`config.mk`:
```
export PLATFORM = sky130hd
export DESIGN_NAME = axi_lite_regfile_slave
export DESIGN_NICKNAME = d
export VERILOG_FILES = /design/src/rtl/axi_lite_pkg.sv /design/src/rtl/axi_lite_regfile_slave.sv
export SDC_FILE = /design/constraint.sdc
export NUM_CORES = 1
export LEC_CHECK = 0
export ABC_AREA = 1
export CAP_MARGIN = 5
export CORE_ASPECT_RATIO = 2
export CORE_MARGIN = 4
export CORE_UTILIZATION = 30
export DETAILED_ROUTE_END_ITERATION = 12
export SETUP_SLACK_MARGIN = 0.3
export SLEW_MARGIN = 25
export SYNTH_ARGS = -nofsm -noshare
export SYNTH_HDL_FRONTEND = slang
export SYNTH_SLANG_ARGS = --single-unit
```
`constraint.sdc`:
```
create_clock -name clk -period 1.6 [get_ports clk]
set_clock_uncertainty 0.15 [all_clocks]
set_input_delay 0.48 -clock clk [delete_from_list [all_inputs] [get_ports clk]]
set_output_delay 0.48 -clock clk [all_outputs]
set_load 0.05 [all_outputs]
```
`src/rtl/axi_lite_pkg.sv`:
```
// Shared types for the AXI4-Lite register-file front end.
package axi_lite_pkg;

    typedef enum logic [1:0] {
        RESP_OKAY   = 2'b00,
        RESP_SLVERR = 2'b10
    } resp_t;

    typedef enum logic [1:0] {
        W_IDLE,
        W_EXEC,
        W_RESP
    } wr_state_t;

    typedef enum logic [1:0] {
        R_IDLE,
        R_FETCH,
        R_RESP
    } rd_state_t;

endpackage

```
`src/rtl/axi_lite_regfile_slave.sv`:
```
// AXI4-Lite slave converting bus writes into a one-cycle register-file strobe
// and bus reads into a registered fetch of the combinational read port.
module axi_lite_regfile_slave
    import axi_lite_pkg::*;
#(
    parameter int AXI_ADDR_WIDTH = 6,
    parameter int REG_ADDR_WIDTH = 4,
    parameter int DATA_WIDTH     = 32
) (
    input  logic                      clk,
    input  logic                      resetn,
    input  logic [AXI_ADDR_WIDTH-1:0] s_axi_awaddr,
    input  logic                      s_axi_awvalid,
    output logic                      s_axi_awready,
    input  logic [DATA_WIDTH-1:0]     s_axi_wdata,
    input  logic [DATA_WIDTH/8-1:0]   s_axi_wstrb,
    input  logic                      s_axi_wvalid,
    output logic                      s_axi_wready,
    output logic [1:0]                s_axi_bresp,
    output logic                      s_axi_bvalid,
    input  logic                      s_axi_bready,
    input  logic [AXI_ADDR_WIDTH-1:0] s_axi_araddr,
    input  logic                      s_axi_arvalid,
    output logic                      s_axi_arready,
    output logic [DATA_WIDTH-1:0]     s_axi_rdata,
    output logic [1:0]                s_axi_rresp,
    output logic                      s_axi_rvalid,
    input  logic                      s_axi_rready,
    output logic [REG_ADDR_WIDTH-1:0] write_addr,
    output logic [DATA_WIDTH-1:0]     write_data,
    output logic                      write_en,
    output logic [REG_ADDR_WIDTH-1:0] read_addr,
    input  logic [DATA_WIDTH-1:0]     read_data
);

    // Bits above the register index must all be zero for a valid access.
    function automatic logic in_range(input logic [AXI_ADDR_WIDTH-1:0] addr);
        return (addr >> (REG_ADDR_WIDTH + 2)) == '0;
    endfunction

    wr_state_t w_state, w_next;
    rd_state_t r_state, r_next;

    logic  aw_captured, w_captured;
    logic  aw_ok, strb_ok, ar_ok;
    logic  aw_hs, w_hs, ar_hs;
    resp_t bresp_q, rresp_q;

    assign aw_hs = s_axi_awvalid && s_axi_awready;
    assign w_hs  = s_axi_wvalid && s_axi_wready;
    assign ar_hs = s_axi_arvalid && s_axi_arready;

    assign s_axi_bresp = bresp_q;
    assign s_axi_rresp = rresp_q;

    // Write channel: state register, next state, outputs.
    always_ff @(posedge clk or negedge resetn) begin
        if (!resetn) w_state <= W_IDLE;
        else         w_state <= w_next;
    end

    always_comb begin
        w_next = w_state;
        case (w_state)
            W_IDLE:  if ((aw_captured || aw_hs) && (w_captured || w_hs)) w_next = W_EXEC;
            W_EXEC:  w_next = W_RESP;
            W_RESP:  if (s_axi_bready) w_next = W_IDLE;
            default: w_next = W_IDLE;
        endcase
    end

    always_comb begin
        s_axi_awready = (w_state == W_IDLE) && !aw_captured;
        s_axi_wready  = (w_state == W_IDLE) && !w_captured;
        write_en      = (w_state == W_EXEC) && aw_ok && strb_ok;
        s_axi_bvalid  = (w_state == W_RESP);
    end

    always_ff @(posedge clk or negedge resetn) begin
        if (!resetn) begin
            aw_captured <= 1'b0;
            w_captured  <= 1'b0;
            aw_ok       <= 1'b0;
            strb_ok     <= 1'b0;
            write_addr  <= '0;
            write_data  <= '0;
            bresp_q     <= RESP_OKAY;
        end else begin
            if (aw_hs) begin
                aw_captured <= 1'b1;
                write_addr  <= s_axi_awaddr[REG_ADDR_WIDTH+1:2];
                aw_ok       <= in_range(s_axi_awaddr);
            end
            if (w_hs) begin
                w_captured <= 1'b1;
                write_data <= s_axi_wdata;
                strb_ok    <= &s_axi_wstrb;
            end
            if (w_state == W_EXEC)
                bresp_q <= (aw_ok && strb_ok) ? RESP_OKAY : RESP_SLVERR;
            if (w_state == W_RESP && s_axi_bready) begin
                aw_captured <= 1'b0;
                w_captured  <= 1'b0;
            end
        end
    end

    // Read channel: state register, next state, outputs.
    always_ff @(posedge clk or negedge resetn) begin
        if (!resetn) r_state <= R_IDLE;
        else         r_state <= r_next;
    end

    always_comb begin
        r_next = r_state;
        case (r_state)
            R_IDLE:  if (ar_hs) r_next = R_FETCH;
            R_FETCH: r_next = R_RESP;
            R_RESP:  if (s_axi_rready) r_next = R_IDLE;
            default: r_next = R_IDLE;
        endcase
    end

    always_comb begin
        s_axi_arready = (r_state == R_IDLE);
        s_axi_rvalid  = (r_state == R_RESP);
    end

    // Fetch samples read_data before any coincident register-file write lands.
    always_ff @(posedge clk or negedge resetn) begin
        if (!resetn) begin
            read_addr   <= '0;
            ar_ok       <= 1'b0;
            s_axi_rdata <= '0;
            rresp_q     <= RESP_OKAY;
        end else begin
            if (ar_hs) begin
                read_addr <= s_axi_araddr[REG_ADDR_WIDTH+1:2];
                ar_ok     <= in_range(s_axi_araddr);
            end
            if (r_state == R_FETCH) begin
                s_axi_rdata <= ar_ok ? read_data : '0;
                rresp_q     <= ar_ok ? RESP_OKAY : RESP_SLVERR;
            end
        end
    end

endmodule

```
# [Word-level counts from Yosys, hierarchy flattened]
# Cells that the tools add are included.
# W data, S select, Z words.
[totals] word_cells=55 reg_bits=85 latchBits=0 out_inout_bits=82 memories=0 ramBits=0 romBits=0
[op_classes] mul=0 n_shift=0 n_addsub=0 muxes=13 bitwise_logic=0 reduce_logical=21 eq_ne=8 div_mod_pow=0 n_lt_le_gt_ge=0
[ops] cell="$mux W32" count=1
[ops] cell="$mux W2" count=6
[ops] cell="$pmux W2 S3" count=2
[ops] cell="$logic_and A1 B1 Y1" count=10
[ops] cell="$ne A2 B1 Y1 const B" count=3
[ops] cell="$eq A2 B1 Y1 const B" count=2
[ops] cell="$eq A2 B2 Y1 const B" count=2
[ops] cell="$logic_not A2 Y1" count=2
[ops] cell="$mux W1" count=4
[ops] cell="$reduce_and A2 Y1" count=2
[ops] cell="$reduce_and A4 Y1" count=1
[ops] cell="$reduce_bool A2 Y1" count=2
[ops] cell="$logic_not A1 Y1" count=2
[ops] cell="$logic_or A1 B1 Y1" count=2
[ops] cell="$ne A2 B2 Y1 const B" count=1

# [Depth between registers and ports, before layout]
# Gate-level depths: netlist of the first run.
[depth] ltp_word=7 mapped_depth=6 ltp_nobuf=5

# [Worst setup path before layout of the first run]
# No wires, ideal clock.
[synth_path] path_kind="flip-flop to output port" start="register w_state[1]" end="output write_en" path_stages_with_launch=4 t_arrival_ps=1257 setup_slack_ps=-287 t_required_ps=970 cell_sequence="dfrtp_1 inv_1 nand2_1 nor2_1"
[synth_via] elab_chain_len=3
[synth_lines] element="start: declaration" line="axi_lite_regfile_slave.sv:41" source="wr_state_t w_state, w_next;"
[synth_lines] element="start signal: assignment" line="axi_lite_regfile_slave.sv:59" source="else w_state <= w_next;"
[synth_lines] element="$eq A2 B1 Y1" line="axi_lite_regfile_slave.sv:75" source="write_en = (w_state == W_EXEC) && aw_ok && strb_ok;"
[synth_lines] element="$logic_and A1 B1 Y1 (2 in a row)" line="axi_lite_regfile_slave.sv:75"
[synth_lines] element="end: declaration" line="axi_lite_regfile_slave.sv:31" source="output logic write_en,"
# No other way between the ends.

# [Final worst setup path of the first run]
[layout_path] start="register w_state[0]" end="output s_axi_wready"
[layout_via] elab_chain_len=2
[layout_lines] element="$logic_not A2 Y1" line="axi_lite_regfile_slave.sv:74" source="s_axi_wready = (w_state == W_IDLE) && !w_captured;"
[layout_lines] element="$logic_and A1 B1 Y1" line="axi_lite_regfile_slave.sv:74"
[layout_lines] element="end: declaration" line="axi_lite_regfile_slave.sv:18" source="output logic s_axi_wready,"
# No other way between the ends.

==> impl_metrics.yaml, run 1 <==
flow_run:
  cap_violations: 0
synth:
  synth_area_um2: 3360
  yosys_register_bits: 83
  syn_inst: 368
  yosysWarnings: 0
  synth_cell_types: 19
  seq_area_frac_synth: 0.619
  syn_avg_cell_area_um2: 9.12
pwr:
  p_leak_nw: 3.54
  ir_worst_vdd_v: 0.00150
  p_int_w: 0.0107
  sequentialPowerShare: 0.224
  switching_power_w: 0.00790
  netSwitchingFraction: 0.425
  p_comb_frac: 0.651
  power.density_nw_per_um2: 2530
  clkPwrFrac: 0.125
global_route:
  grt_max_degree: 33
  grt_overflow: 0
  grt_pass1_vias: 3350
  grt_usage: 0.174
  grt_pass1_wl_um: 17200
  antenna_found_initial: 0
place:
  placed_cells: 670
  port_buffers: 162
  placed_area_um2: 6080
  gp_congestion: 0.758
  dpl.hpwl_um: 7850
  pre_cts_slack_ns: -0.158
outcome:
  status: "complete, but fails checks"
  violations: "negative setup slack"
hold_path:
  min_path_type: "flop to flop"
clocking:
  cts_sinks: 83
  h-tree-depth: 3
  clk_pin_slew_ns: 0.06
  cts_tree: "done"
  cts-root-buf: "clkbuf_16"
  clock_latency_ns: 0.33
  cts-buffers-inserted: 9
  cts_buffer_depth: 2
finish:
  regArea_um2: 2090
  fillers: 833
  multi_input_area_um2: 1340
  drive_above_1_share: 0.409
  post-route-util: 0.672
  fin_nets: 686
  syn2layout_area_growth_pct: 119
  stdcell_count: 744
  finalInstanceArea_um2: 7350
  final_common_cell: "nand2_1"
  antenna_cells: 0
  final_cell_mix: "150 x nand2_1, 91 x buf_12, 81 x clkdlybuf4s50_1, 73 x dfrtp_1, 45 x buf_4"
detailed_routing:
  first_pass_iters: 4
  first_iter_violations: 74
  vias: 3327
  ant_nets: 0
  routed_wl_um: 11800
  drc: 0
  viasPerCell: 4.47
  wl_per_cell_um: 15.8
floorplan:
  die_area_um2: 13000
  initial_utilization: 0.307
  fp.dieH_um: 158
  core_area_um2: 10900
  die_x_um: 82.8
  ios: 169
  row_count: 54
timing:
  rsz0062_at_grt: "true"
  fin_crit_sh: 1.16
  fin_ws_ns: -0.260
  setup_viol: 25
  max_freq_mhz: 538
  holdWs_ns: 0.330
  hold_viol: 0
  layout_min_cycle_time_ns: 1.86
  drv_slew: 0
setup_path:
  cp.arrival_ns: 1.23
  crit_type: "flop to output pin"
  worst_ep_required_time_ns: 0.97
  crit_fanout: 4
  start_kind: "flop"
  crit_path_end_kind: "output pin"
[synth_stat cells]
cell type / count / area (µm²)
buf_4: 6 / 45.0
nand2_2: 1 / 6.26
nor2_1: 8 / 30.0
nand3_1: 1 / 5.00
nand4_1: 36 / 225
inv_2: 1 / 3.75
inv_1: 9 / 33.8
conb_1: 1 / 3.75
nand3_2: 1 / 10.0
nor2_4: 2 / 22.5
a21oi_2: 1 / 8.76
nor3_1: 1 / 5.00
a21oi_1: 3 / 15.0
buf_2: 12 / 60.1
nand2_1: 195 / 732
o21ai_0: 2 / 10.0
dfrtp_1: 83 / 2080
buf_6: 4 / 45.0
nand3_4: 1 / 17.5
[kinds of logic (layout without fill, tap and decap cells)]
group,Yosys count,count (layout),synth area share
AOI/OAI and AO/OA,6,6,0.0101
other,1,2,0.00112
buffers and inverters,32,267,0.0559
and+or+nand+nor,246,246,0.314
DFF,83,83,0.619
[path summary, 6_finish.rpt]
path	endpoint	start	slack, ns	depth (start not counted)
setup / recovery	s_axi_wready	w_state[0]	-0.26	4
hold / removal	aw_ok	aw_ok	0.33	2
setup reg to reg	write_data[30]	w_state[0]	-0.06	9
hold reg to reg	aw_ok	aw_ok	0.33	2
max in group asynchronous	write_data[29]	resetn	0.41	3
min in group asynchronous	write_data[23]	resetn	0.42	2
[sequential cells by signal (all words and copies together), names as in the netlist, 2 cells and up]
register,count
r_state,2
read_addr,4
s_axi_rdata,32
w_state,2
write_addr,4
write_data,32
[power by group through the flow]
stage,clock network [W],logic (W),registers (W)
2_1_floorplan,0,0.00207,0.00664
3_3_place_gp,0,0.00986,0.00409
3_5_place_dp,0,0.00996,0.00415
4_1_cts,0.00237,0.0112,0.00410
5_1_grt,0.00247,0.0127,0.00427
6_report,0.00232,0.0121,0.00416
[layout make-up]
type | count | share of cell area
inverters | 10 | 0.00511
repair buffers | 241 | 0.458
clock buffers | 12 | 0.0322
well taps | 140 | 0.0238
clock inverters | 4 | 0.0134
multi-input cells | 254 | 0.183
flip-flops and latches | 83 | 0.284
[stage by stage]
step / total power (W) / setup TNS, ns
finish: 0.0186 / -1.71
global route: 0.0194 / -4.12
CTS: 0.0177 / -1.06
detailed placement: 0.0141 / -4.90
global placement: 0.0139 / -4.44
floorplan: 0.00871 / 0
[layer usage]
metal / vias to the layer above / track usage / share of wire
met5: - / 0 / 0
li1: 1642 / - / -
met4: 0 / 0.0514 / 0.011
met3: 8 / 0.0535 / 0.074
met1: 1551 / 0.187 / 0.33
met2: 126 / 0.317 / 0.58
[critical path, cell delays in order (launching register included)]
cell,delay (ns)
dfrtp_2,0.45
inv_2,0.08
nand2_4,0.07
nor2_4,0.15
buf_12,0.15
[timing repair]
item,in CTS,in global routing
pin swaps,21,22
endpoints found under the setup margin,121,187
hold buffers,1,0
setup buffers,29,20
gates resized for setup,15,82
cloned,4,4
hold endpoints to repair,21,0
No activity file was read; power rests on OpenSTA's default activity.
==> inputs of run 2 (changes only) <==
- CORE_MARGIN: 4 -> default
- GPL_ROUTABILITY_DRIVEN: default -> 0
- RECOVER_POWER: default -> 100
==> run 2 against run 1 <==
  * The run still ends with negative setup slack left
  * Wire length rose by 0.17%
  * Clock-buffer cell count did not move
  * Clock power fell by 4%
  * Fmax rose by 0.14%
  * Design area fell by 1.2%
  * Largest power group unchanged
  * Core utilization fell by 0.42 points
  * Sequential power barely moved
  * Final cell count fell by 1.5%
==> impl_metrics.yaml, run 2 (synthesis gave the netlist of run 1 again) <==
outcome:
  violations: "negative setup slack"
  status: "complete, but fails checks"
global_route:
  antenna_found_initial: 0
  grt_pass1_vias: 3424
  grt_pass1_wl_um: 17000
  grt_usage: 0.190
  grt_overflow: 0
  grt_max_degree: 43
detailed_routing:
  wl_per_cell_um: 16.1
  drc: 0
  viasPerCell: 4.64
  ant_nets: 0
  first_iter_violations: 85
  routed_wl_um: 11800
  first_pass_iters: 4
  vias: 3403
finish:
  antenna_cells: 0
  fin_nets: 675
  post-route-util: 0.667
  largestRegisters: "s_axi_rdata x32, write_data x32"
  final_common_cell: "nand2_1"
  drive_above_1_share: 0.430
  fillers: 796
  final_cell_mix: "121 x nand2_1, 90 x buf_12, 80 x clkdlybuf4s50_1, 78 x dfrtp_1, 56 x nand2_2"
  regArea_um2: 2080
  stdcell_count: 733
  syn2layout_area_growth_pct: 116
  multi_input_area_um2: 1450
clocking:
  cts-root-buf: "clkbuf_16"
  cts_tree: "done"
  cts_sinks: 83
  h-tree-depth: 3
  clock_latency_ns: 0.33
  cts_buffer_depth: 2
  cts-buffers-inserted: 9
  clk_pin_slew_ns: 0.07
timing:
  setup_viol: 31
  relSlewSlack: 0.496
  layout_min_cycle_time_ns: 1.86
  fin_ws_ns: -0.258
  drv_slew: 0
  rsz0062_at_grt: "true"
  fin_crit_sh: 1.16
  max_freq_mhz: 538
  hold_viol: 0
  tightestPinTransition_ns: 0.756
floorplan:
  die_x_um: 76.8
  row_count: 54
  fp.dieH_um: 152
  initial_utilization: 0.308
  core_area_um2: 10900
  die_area_um2: 11600
  ios: 169
setup_path:
  crit_fanout: 5
  rrSetupSlack_ns: -0.11
  crit_path_end_kind: "output pin"
  cp.arrival_ns: 1.23
  start_kind: "flop"
  worst_ep_required_time_ns: 0.97
  crit_type: "flop to output pin"
  crit_slowest_cell: "dfrtp_2"
  cp_cell_sequence: "inv_1 -> nand2_2 -> nor2_4 -> buf_12"
  slowest_delay_ns: 0.44
hold_path:
  min_path_type: "flop to flop"
pwr:
  netSwitchingFraction: 0.438
  ir_worst_vdd_v: 0.00136
  clkPwrFrac: 0.123
  power.density_nw_per_um2: 2500
  p_comb_frac: 0.650
  p_total_w: 0.0182
  sequentialPowerShare: 0.228
  p_leak_nw: 3.52
  p_int_w: 0.0102
  switching_power_w: 0.00797
place:
  port_buffers: 162
  dpl.hpwl_um: 7450
  placed_cells: 667
flow_run:
  cap_violations: 0
-- run 2: cell types whose count changed in the layout (fill, tap and decap cells not counted), sizes merged --
cell,previous run,this run
buf,155,142
clkinv,1,0
clkbuf,16,18
clkdlybuf4s50,81,80
clkinvlp,0,2
bufinv,3,2
dlygate4sd2,0,1
-- run 2: critical path: cells and delay by family (launching register included) --
kind                   cells  cell delay (ns)
buffers and inverters      2             0.22
AND/OR/NAND/NOR            2             0.24
flip-flops                 1             0.44
-- run 2: power by group through the flow --
| stage | logic (W) | clock network, W | registers [W] |
|---|---|---|---|
| finish | 0.0118 | 0.00223 | 0.00414 |
| global route | 0.0123 | 0.00236 | 0.00424 |
| CTS | 0.0108 | 0.00226 | 0.00412 |
| detailed placement | 0.00997 | 0 | 0.00413 |
| global placement | 0.00985 | 0 | 0.00408 |
| floorplan | 0.00207 | 0 | 0.00664 |
-- run 2: final cells by class --
class | count | area share
multi-input combinational | 254 | 0.199
clock buffer | 12 | 0.0339
tap | 140 | 0.0241
sequential | 83 | 0.287
timing repair buffer | 230 | 0.440
clock inverter | 4 | 0.0103
inverter | 10 | 0.00517
-- run 2: routing by layer --
layer / vias to the layer above / wire [µm] / global-route usage
met2: 138 / 6960 / 0.368
met3: 22 / 613 / 0.0461
met4: 0 / 306 / 0.0856
met5: - / 0 / 0
met1: 1633 / 3910 / 0.187
li1: 1610 / - / -
-- run 2: worst paths after layout --
kind,start,endpoint,cells after the start
max,w_state[0],s_axi_wready,4
max in group asynchronous,resetn,r_state[0],3
min reg2reg,ar_ok,s_axi_rresp[1],1
min,ar_ok,s_axi_rresp[1],1
min in group asynchronous,resetn,write_data[22],2
max reg2reg,w_state[0],write_data[22],8
-- run 2: timing repair --
item                                    4_1_cts  5_1_grt
buffers inserted                             14       27
resized for setup                            64       64
pin swaps                                    74       17
endpoints found under the setup margin      119      155
endpoints found under the hold margin         9        0
cloned                                        3        5
hold buffers                                  1        0
-- run 2: through the flow --
step / setup TNS (ns) / area [µm²] / hold WS [ns] / worst slack, ns
floorplan: 0 / 3410 / 0.0344 / 0.0634
global placement: -4.35 / 6070 / 0.181 / -0.175
detailed placement: -4.88 / 6070 / 0.184 / -0.179
CTS: -1.59 / 6800 / 0.315 / -0.253
global route: -10.73 / 7260 / 0.362 / -0.314
finish: -3.03 / 7260 / 0.321 / -0.258
==> inputs of run 3 (changes only) <==
- TNS_END_PERCENT: default -> 50
==> run 3 against run 2 <==
  * The flow still finishes with violations (negative setup slack)
  * Global-route usage is essentially flat
  * Critical endpoint is now write_en
  * Combinational power decreased by 4%
  * Largest power group unchanged
  * Total power down 4.0%
  * Wire length down 5.6%
  * Largest cell class unchanged
  * Critical path depth unchanged
==> impl_metrics.yaml, run 3 (synthesis gave the netlist of run 1 again) <==
outcome:
  status: "complete, but fails checks"
  violations: "negative setup slack"
floorplan:
  row_count: 54
  fp.dieH_um: 152
  core_area_um2: 10900
  ios: 169
  die_area_um2: 11600
  initial_utilization: 0.308
  die_x_um: 76.8
pwr:
  ir_worst_vdd_v: 0.00133
  p_comb_frac: 0.645
  clkPwrFrac: 0.118
  power.density_nw_per_um2: 2520
  sequentialPowerShare: 0.237
  p_leak_nw: 3.35
  p_int_w: 0.00980
  switching_power_w: 0.00767
  netSwitchingFraction: 0.439
finish:
  fillers: 848
  largestRegisters: "s_axi_rdata x32, write_data x32"
  finalInstanceArea_um2: 6940
  fin_nets: 666
  final_cell_mix: "168 x nand2_1, 89 x buf_12, 81 x dfrtp_1, 81 x clkdlybuf4s50_1"
  syn2layout_area_growth_pct: 107
  final_common_cell: "nand2_1"
  drive_above_1_share: 0.342
  antenna_cells: 0
setup_path:
  crit_fanout: 3
  cp.arrival_ns: 1.22
  crit_type: "flop to output pin"
  slowest_delay_ns: 0.40
  worst_ep_required_time_ns: 0.97
  cp_cell_sequence: "inv_2 -> nand2_2 -> nor2_4 -> buf_12"
  crit_path_end_kind: "output pin"
  crit_slowest_cell: "dfrtp_1"
  start_kind: "flop"
timing:
  fin_ws_ns: -0.250
  fin_crit_sh: 1.16
  rsz0062_at_grt: "true"
  drv_slew: 0
  holdWs_ns: 0.302
  layout_min_cycle_time_ns: 1.85
  setup_viol: 12
  max_freq_mhz: 540
  hold_viol: 0
global_route:
  grt_usage: 0.190
  grt_max_degree: 42
  antenna_found_initial: 0
  grt_pass1_vias: 3302
  grt_overflow: 0
  grt_pass1_wl_um: 16800
clocking:
  cts_sinks: 83
  cts_buffer_depth: 2
  clk_pin_slew_ns: 0.06
  cts_tree: "done"
  h-tree-depth: 3
  clock_latency_ns: 0.33
  cts-root-buf: "clkbuf_16"
  cts-buffers-inserted: 9
detailed_routing:
  wl_per_cell_um: 15.4
  first_iter_violations: 114
  ant_nets: 0
  vias: 3308
  viasPerCell: 4.57
  drc: 0
  routed_wl_um: 11100
  first_pass_iters: 6
place:
  pre_cts_slack_ns: -0.162
  port_buffers: 162
  dpl.hpwl_um: 7440
  placed_area_um2: 6060
hold_path:
  min_path_type: "flop to flop"
flow_run:
  cap_violations: 0
run 3: routing by layer:
metal	vias to the layer above	wire [µm]	share of wire	track usage
met2	133	6400	0.58	0.368
li1	1590	-	-	-
met4	0	230	0.021	0.0712
met3	16	685	0.062	0.0557
met5	-	0	0	0
met1	1569	3820	0.34	0.187
run 3: area by class of cell:
type | instances | area [µm²] | area share
timing repair buffer | 221 | 3110 | 0.448
sequential | 83 | 2080 | 0.300
multi-input combinational | 254 | 1240 | 0.179
clock buffer | 12 | 246 | 0.0355
tap | 140 | 175 | 0.0253
clock inverter | 4 | 50.0 | 0.00722
inverter | 10 | 37.5 | 0.00541
run 3: final timing paths:
kind                       startpoint              end  slack [ns]  cells after the start
max                        w_state[1]         write_en       -0.25                      4
min                             ar_ok   s_axi_rresp[1]        0.30                      1
max reg2reg                w_state[1]   write_data[16]       -0.02                      8
min reg2reg                     ar_ok   s_axi_rresp[1]        0.30                      1
max in group asynchronous      resetn  s_axi_rdata[11]        0.11                      3
min in group asynchronous      resetn   write_data[25]        0.45                      2
run 3: critical path: cells and delay by family (launching register included):
kind	cells	cell delay [ns]
DFF	1	0.40
buffers and inverters	2	0.26
and+or+nand+nor	2	0.23
run 3: power groups by stage:
stage	clock, W	combinational [W]	sequential [W]
detailed placement	0	0.00993	0.00413
finish	0.00206	0.0113	0.00413
floorplan	0	0.00205	0.00664
global placement	0	0.00981	0.00408
global route	0.00219	0.0118	0.00423
CTS	0.00211	0.0107	0.00410
run 3: through the flow:
| stage | setup TNS, ns | cells | util | total power, W |
|---|---|---|---|---|
| after floorplan | 0 | 369 | - | 0.00869 |
| after global placement | -3.73 | 668 | 0.557 | 0.0139 |
| after detailed placement | -4.60 | 668 | 0.557 | 0.0141 |
| after CTS | -1.06 | 701 | 0.612 | 0.0170 |
| after global routing | -3.72 | 724 | 0.638 | 0.0182 |
| final | -1.22 | 724 | 0.638 | 0.0175 |
run 3: timing repair:
action / 4_1_cts / 5_1_grt
hold buffers: 1 / 0
gates resized for setup: 23 / 36
setup buffers: 12 / 22
pin swaps: 11 / 9
gates cloned: 4 / 1
hold endpoints to repair: 11 / 0
setup endpoints to repair: 121 / 155
